## src/rtl/kfpcjr_clock_pkg.sv

```systemverilog
// Shared constants for the PCjr-style CPU clock generator.
package kfpcjr_clock_pkg;

   // Default 8088 timebase: 3 system clocks per CPU clock, 1 of them high.
   localparam int CPU_CLOCK_DIV_DEFAULT  = 3;
   localparam int CPU_CLOCK_HIGH_DEFAULT = 1;
   // CPU clock periods RESET stays high after power-good is seen.
   localparam int CPU_RESET_HOLD_DEFAULT = 4;

   // Width of the phase counter for a given divider, never narrower than 1.
   function automatic int phase_width(input int div);
      return (div <= 2) ? 1 : $clog2(div);
   endfunction

endpackage

```

## src/rtl/sync_2ff.sv

```systemverilog
// Two-flop synchroniser for an asynchronous single-bit input.
module sync_2ff #(
   parameter logic RESET_VALUE = 1'b0
) (
   input  logic clock,
   input  logic reset,
   input  logic d,
   output logic q
);

   logic meta;
   logic stable;

   // Shift the async input through two flops; both settle to RESET_VALUE on reset.
   always_ff @(posedge clock) begin
      if (reset) begin
         meta   <= RESET_VALUE;
         stable <= RESET_VALUE;
      end else begin
         meta   <= d;
         stable <= meta;
      end
   end

   assign q = stable;

endmodule

```

## src/rtl/cpu_clock_generator.sv

```systemverilog
// 8088 CPU clock timebase: phase counter, clock level and edge strobes,
// peripheral clock, 8284-style READY synchronisation and RESET conditioning.
module cpu_clock_generator
   import kfpcjr_clock_pkg::*;
#(
   parameter int CLOCK_DIV   = CPU_CLOCK_DIV_DEFAULT,
   parameter int HIGH_CYCLES = CPU_CLOCK_HIGH_DEFAULT,
   parameter int RESET_HOLD  = CPU_RESET_HOLD_DEFAULT
) (
   input  logic clock,
   input  logic reset,
   input  logic res_n,
   input  logic rdy,
   input  logic aen_n,
   output logic cpu_clock,
   output logic cpu_clock_posedge,
   output logic cpu_clock_negedge,
   output logic peripheral_clock,
   output logic ready,
   output logic cpu_reset
);

   localparam int PHASE_W = phase_width(CLOCK_DIV);
   localparam logic [PHASE_W-1:0] PHASE_LAST = PHASE_W'(CLOCK_DIV - 1);
   localparam logic [PHASE_W-1:0] PHASE_HIGH = PHASE_W'(HIGH_CYCLES);
   localparam logic [PHASE_W-1:0] PHASE_ONE  = PHASE_W'(1);
   localparam logic [3:0]         HOLD_TARGET = 4'(RESET_HOLD);

   // Reject parameter sets outside the supported range at elaboration.
   if (CLOCK_DIV < 3 || CLOCK_DIV > 15) begin : g_bad_div
      $error("cpu_clock_generator: CLOCK_DIV must be 3..15");
   end
   if (HIGH_CYCLES < 1 || HIGH_CYCLES > CLOCK_DIV - 1) begin : g_bad_high
      $error("cpu_clock_generator: HIGH_CYCLES must be 1..CLOCK_DIV-1");
   end
   if (RESET_HOLD < 1 || RESET_HOLD > 15) begin : g_bad_hold
      $error("cpu_clock_generator: RESET_HOLD must be 1..15");
   end

   logic [PHASE_W-1:0] phase;
   logic               running;
   logic               posedge_strobe;
   logic               negedge_strobe;
   logic               pclk;

   logic               rdy_gated;
   logic               sync_rdy;
   logic               ready_p1;
   logic               ready_p2;

   logic               sync_res_n;
   logic [3:0]         hold_cnt;
   logic [3:0]         hold_next;
   logic               cpu_reset_r;

   // ---------------------------------------------------------------------
   // Phase counter. Reset parks it on the last phase so the first count
   // after reset lands on phase 0 and produces the first posedge strobe.
   // `running` suppresses strobes in the cycle right after reset.
   // ---------------------------------------------------------------------

   // Advance the phase 0..CLOCK_DIV-1 and note that reset has been left.
   always_ff @(posedge clock) begin
      if (reset) begin
         phase   <= PHASE_LAST;
         running <= 1'b0;
      end else begin
         running <= 1'b1;
         if (phase == PHASE_LAST) begin
            phase <= '0;
         end else begin
            phase <= phase + PHASE_ONE;
         end
      end
   end

   // Level and strobes are pure decodes of the registered phase, so each
   // strobe lines up with the first system cycle of the new clock level.
   assign cpu_clock      = (phase < PHASE_HIGH);
   assign posedge_strobe = running && (phase == '0);
   assign negedge_strobe = running && (phase == PHASE_HIGH);

   assign cpu_clock_posedge = posedge_strobe;
   assign cpu_clock_negedge = negedge_strobe;

   // ---------------------------------------------------------------------
   // Peripheral clock: CPU clock divided by two.
   // ---------------------------------------------------------------------

   // Toggle at the edge that closes every posedge-strobe cycle.
   always_ff @(posedge clock) begin
      if (reset) begin
         pclk <= 1'b0;
      end else if (posedge_strobe) begin
         pclk <= ~pclk;
      end
   end

   assign peripheral_clock = pclk;

   // ---------------------------------------------------------------------
   // READY path: async RDY qualified by AEN, synchronised, then retimed
   // onto CPU clock edges in two stages like the 8284.
   // ---------------------------------------------------------------------

   assign rdy_gated = rdy & ~aen_n;

   sync_2ff #(
      .RESET_VALUE (1'b0)
   ) u_sync_rdy (
      .clock (clock),
      .reset (reset),
      .d     (rdy_gated),
      .q     (sync_rdy)
   );

   // Stage 1 samples on the CPU rising edge, stage 2 on the falling edge.
   always_ff @(posedge clock) begin
      if (reset) begin
         ready_p1 <= 1'b0;
         ready_p2 <= 1'b0;
      end else begin
         if (posedge_strobe) begin
            ready_p1 <= sync_rdy;
         end
         if (negedge_strobe) begin
            ready_p2 <= ready_p1;
         end
      end
   end

   assign ready = ready_p2;

   // ---------------------------------------------------------------------
   // CPU RESET path: power-good is synchronised, then RESET is held for
   // RESET_HOLD CPU clocks, counted on falling-edge strobes.
   // ---------------------------------------------------------------------

   sync_2ff #(
      .RESET_VALUE (1'b0)
   ) u_sync_res_n (
      .clock (clock),
      .reset (reset),
      .d     (res_n),
      .q     (sync_res_n)
   );

   assign hold_next = hold_cnt + 4'd1;

   // Any synchronised low clears the count, so even a glitch that misses a
   // negedge strobe still re-asserts RESET on the next counted strobe.
   always_ff @(posedge clock) begin
      if (reset) begin
         hold_cnt    <= 4'd0;
         cpu_reset_r <= 1'b1;
      end else if (!sync_res_n) begin
         hold_cnt <= 4'd0;
         if (negedge_strobe) begin
            cpu_reset_r <= 1'b1;
         end
      end else if (negedge_strobe && (hold_cnt != HOLD_TARGET)) begin
         hold_cnt    <= hold_next;
         cpu_reset_r <= (hold_next != HOLD_TARGET);
      end
   end

   assign cpu_reset = cpu_reset_r;

endmodule

```

## config.mk

```make
export PLATFORM = sky130hd
export DESIGN_NAME = cpu_clock_generator
export DESIGN_NICKNAME = d
export VERILOG_FILES = /design/src/rtl/kfpcjr_clock_pkg.sv /design/src/rtl/sync_2ff.sv /design/src/rtl/cpu_clock_generator.sv
export SDC_FILE = /design/constraint.sdc
export NUM_CORES = 1
export LEC_CHECK = 0
export ABC_AREA = 1
export CAP_MARGIN = 20
export CELL_PAD_IN_SITES_DETAIL_PLACEMENT = 0
export CELL_PAD_IN_SITES_GLOBAL_PLACEMENT = 1
export CORE_MARGIN = 2
export CORE_UTILIZATION = 32
export CTS_CLUSTER_SIZE = 8
export DETAILED_ROUTE_END_ITERATION = 7
export PLACE_DENSITY_LB_ADDON = 0.15
export SLEW_MARGIN = 20
export SYNTH_ARGS = -nofsm -noshare
export SYNTH_HDL_FRONTEND = slang
export SYNTH_SLANG_ARGS = --single-unit
export TNS_END_PERCENT = 5
```

## constraint.sdc

```tcl
create_clock -name clock -period 1.1 [get_ports clock]
set_input_delay 0.22 -clock clock [delete_from_list [all_inputs] [get_ports clock]]
set_output_delay 0.22 -clock clock [all_outputs]
set_load 0.01 [all_outputs]
```

Yosys cells after proc, flatten, opt, wreduce, memory -nomap -nowiden
Index checks and enable logic that the tools add are counted.
{ "totals": {"regBits": 15, "inputBits": 5, "out_inout_bits": 6} }
{ "op_classes": {"n_addsub": 2, "magnitude_cmp": 1, "n_eq_ne": 5, "n_mux": 5, "n_bitwise": 4, "n_reduce_logical": 8} }
{ "ops": {"columns": ["cell", "count"], "rows": [
  ["$ne A4 B3 Y1 const B", 2],
  ["$add A4 B1 Y4 const B", 1],
  ["$mux W1", 4],
  ["$reduce_or A2 Y1", 2],
  ["$logic_and A1 B1 Y1", 3],
  ["$not A1 Y1", 3],
  ["$add A2 B1 Y2 const B", 1],
  ["$eq A2 B1 Y1 const B", 1],
  ["$eq A2 B2 Y1 const B", 1],
  ["$logic_not A2 Y1", 1],
  ["$lt A2 B1 Y1 const B", 1],
  ["$mux W2", 1],
  ["$ne A2 B2 Y1 const B", 1],
  ["$reduce_and A2 Y1", 1],
  ["$reduce_bool A2 Y1", 1],
  ["$and A1 B1 Y1", 1]
]} }

Longest topological paths before layout
{ "depth": {"depth_word": 5, "mapped_depth": 8, "mapped_depth_nobuf": 8} }

Modules after synthesis
From an unflattened synthesis, not the netlist that was laid out.
{ "hier_totals": {"cells_unflattened": 88, "area_unflattened_um2": 646.9} }
{ "by_module_without_submodules": {"columns": ["mod", "n_inst", "cells_each", "area_per_inst_um2"], "rows": [
  ["cpu_clock_generator", 1, 76, 536.8],
  ["sync_2ff", 2, 6, 55.1]
]} }

Least setup slack after synthesis
Ideal clock, no wire load.
{ "synth_timing": {"path_type": "reg-to-reg", "from": "reg hold_cnt[0]", "to": "reg hold_cnt[1]", "t_arrival_ps": 1005, "t_required_ps": 984, "slack_ps": -21, "stages_incl_launch_ff": 7, "n_path_buf": 0, "period_less_slack_ps": 1121, "cell_sequence": "dfxtp_1 -> inv_1 -> ha_1 -> nand3_2 -> nand2_2 -> o21ai_0 -> nor2_1"} }
{ "synth_via": {"elab_chain_len": 2} }
{ "synth_lines": {"columns": ["item", "line", "text"], "rows": [
  ["from (decl)", "cpu_clock_generator.sv:52", "logic [3:0] hold_cnt;"],
  ["from (signal assigned)", "cpu_clock_generator.sv:162", "hold_cnt <= hold_next;"],
  ["branches (longest 2 deep; another with $add A4 B1 Y4)", null, null]
]} }
Parallel ways; which one is timed is not known.
A chain may end at the register's enable or synchronous reset.

Worst setup path in the final report
{ "layout_timing": {"from": "reg phase[1]", "to": "out cpu_clock_negedge"} }
{ "layout_via": {"elab_chain_len": 2} }
{ "layout_lines": {"columns": ["item", "line", "text"], "rows": [
  ["from (decl)", "cpu_clock_generator.sv:40", "logic [PHASE_W-1:0] phase;"],
  ["from (signal assigned)", "cpu_clock_generator.sv:72", "phase <= phase + PHASE_ONE;"],
  ["$eq A2 B1 Y1", "cpu_clock_generator.sv:81", "assign negedge_strobe = running && (phase == PHASE_HIGH);"],
  ["$logic_and A1 B1 Y1", "cpu_clock_generator.sv:81", null],
  ["to (decl)", "cpu_clock_generator.sv:17", "output logic cpu_clock_negedge,"]
]} }
Every way passes these cells.

==> impl_metrics.yaml <==
grt:
  busiest_layer: "met2"
  grt_max_degree: 10
  met1_usage_pct: 13.01
  antenna_found_initial: 0
  use_met2_pct: 18.52
  globalRouteTotalUtil_pct: 11.42
  grt_overflow_total: 0
  grt.met3_usage_pct: 5.556
  grt_pass1_wl_um: 2049
  first_global_vias: 515
sta:
  fin_ws_ps: -96.85
  finClkSkew_ps: 2.314
  worstMarginPinSlew_ps: 265.6
  rsz0062_at_grt: "true"
  timing.final.crit_period_ps: 1197
  relSlewSlack_pct: 82.23
  setup_viol: 7
  fin_tns_setup_ps: -370.3
  timing.final.crit_share_pct: 108.8
  hold_viol_final: 0
  fmax_mhz: 835.5
  drv_slew: 0
power:
  leakagePower_uw: 0.0004362
  peakVddDrop_mv: 0.7681
  power_density_nw_per_um2: 1084
  power_uw: 998.0
layout:
  largest-register: "hold_cnt"
  diodes: 0
  nets: 114
  largest_reg_flops: 4
  drive_gt1_share_pct: 39.05
  post-route-util_pct: 47.92
  reg.largest.list: "hold_cnt: 4 flops, phase: 2 flops"
  postLayoutCellArea_um2: 920.9
  syn_to_final_growth_pct: 44.88
setup_path:
  setup.worst_path.class: "reg -> out"
  worst-endpoint-arrival_ps: 980
  worst_setup_path_start_kind: "flop"
  crit_required_ps: 880
  reg2reg_from: "hold_cnt[0]$_SDFFE_PP0P_"
  crit_fanout: 3
  crit_path_end_kind: "output pin"
  critPathLaunch: "phase[1]$_SDFF_PP1_"
clocking:
  cts_setup_buffers: 0
  clkLatencyLatePin_ps: 280
  clockBufferDepth: 2
  tritoncts: "built"
  cts_sinks: 15
  htree_levels: 1
  hold_buffers: 0
  cts_made_buffers: 3
  clockRootBuffer: "clkbuf_4"
  clk_pin_slew_ps: 90
synthesis:
  ys_seq_elements: 15
  synth_top_area_share_pct: 47.24
  synth_area_leader_cell: "dfxtp_1"
  syn_inst: 81
  syn_nets: 89
  yosysWarnings: 0
  ys_seq_area_share_pct: 47.24
  synth_area_leaders: "dfxtp_1 47%, inv_1 8.9%, nand2_1 8.3%"
  ys_types: 16
  syn_area_per_cell_um2: 7.847
  syn_area_um2: 635.6
floorplan:
  coreArea_um2: 1922
  fp.dieH_um: 48.57
  die_x_um: 48.57
  num_io_pins: 11
  num_rows: 16
  initial_utilization_pct: 33.07
  die-area_um2: 2359
run_status:
  outcome: "finished, violations left"
  violations: "setup timing"
routing:
  drt_pre_antenna_iters: 3
  drt_iter0_drc: 7
  wl_per_cell_um: 8.758
  ant_nets: 0
  drc: 0
  totalWireLength_um: 1156
  vias_per_cell: 4.242
  vias: 560
hold_path:
  hold_class: "reg -> reg"
  min_from: "u_sync_rdy.meta$_SDFF_PP0_"
placed_design:
  port_buffers: 10
  hpwl_um: 883.1
  finalWeightedCongestion: 0.8072
  place_area_um2: 842.1
job:
  cap_violations: 0
## per-stage QoR
step | hold slack [ps] | instances | setup WS [ps]
final | 407.6 | 132 | -96.85
after global routing | 434.4 | 132 | -158.8
after CTS | 411.1 | 132 | -209.4
after detailed placement | 397.6 | 128 | -237.1
after global placement | 399.0 | 128 | -234.1
after floorplan | 291.6 | 81 | 11.72
## cell type report
type | count | area [µm²]
clock buffer | 3 | 22.52
tap | 27 | 33.78
inverter | 15 | 58.81
sequential | 15 | 310.3
timing repair buffer | 21 | 177.7
clock inverter | 1 | 5.005
fill | 210 | 1001
multi-input combinational | 50 | 312.8
## power by group
group          internal, µW  switching [µW]
clock                   135             168
combinational          65.2            51.8
sequential              563            14.9
## Yosys cell counts
| cell type | n |
|---|---|
| a21oi_1 | 4 |
| dfxtp_1 | 15 |
| nor3_1 | 1 |
| buf_6 | 1 |
| ha_1 | 3 |
| nor2_1 | 13 |
| nand3_1 | 1 |
| o21ai_0 | 5 |
| xor2_1 | 1 |
| inv_1 | 15 |
| nand2_2 | 2 |
| nand4_1 | 2 |
| nand3_2 | 1 |
| o21ai_1 | 2 |
| nor2_8 | 1 |
| nand2_1 | 14 |
## critical path, cell delays in order (launching register included)
cell and delay, ps:
dfxtp_4 370, inv_4 50, nand2_4 60, nor2_8 110
buf_6 100
## metal layers
metal	up-vias	part of all wire [%]
li1	300	-
met1	251	44
met2	7	51
met3	2	4.2
met4	0	1.0
met5	-	0
## worst paths after layout
path / to / cells after the start / slack (ps)
worst max register to register: hold_cnt[0]$_SDFFE_PP0P_ / 6 / -50
worst min-delay path: u_sync_rdy.q$_SDFF_PP0_ / 2 / 410
worst max-delay path: cpu_clock_negedge / 4 / -100
worst min register to register: u_sync_rdy.q$_SDFF_PP0_ / 2 / 410
## what timing repair did
item / in CTS / in global routing
pin swaps: 0 / 3
setup endpoints to repair: 10 / 11
gates resized for setup: 26 / 20
## cells by family after synthesis
group / after synthesis / share of synthesized area [%]
flip-flops: 15 / 47.24
buffers and inverters: 16 / 10.63
XOR/XNOR: 1 / 1.378
AO/OA/AOI/OAI: 11 / 8.661
adder cells (fa/ha/maj): 3 / 5.906
AND/OR/NAND/NOR: 35 / 26.18
## cell usage in the layout (no fill, tap or decap), types with 2 or more instances in the layout
| cell | count |
|---|---|
| dfxtp_1 | 9 |
| nor2_1 | 12 |
| ha_1 | 2 |
| nand4_1 | 2 |
| dfxtp_2 | 5 |
| inv_1 | 12 |
| nand2_1 | 13 |
| buf_6 | 3 |
| inv_2 | 2 |
| a21oi_2 | 2 |
| clkbuf_4 | 3 |
| buf_4 | 11 |
| o21ai_2 | 2 |
| o21ai_0 | 3 |
| nand2_4 | 2 |
| clkdlybuf4s50_1 | 4 |
| a21oi_1 | 2 |
| o21ai_1 | 2 |
(Power assumes the default switching activity.)
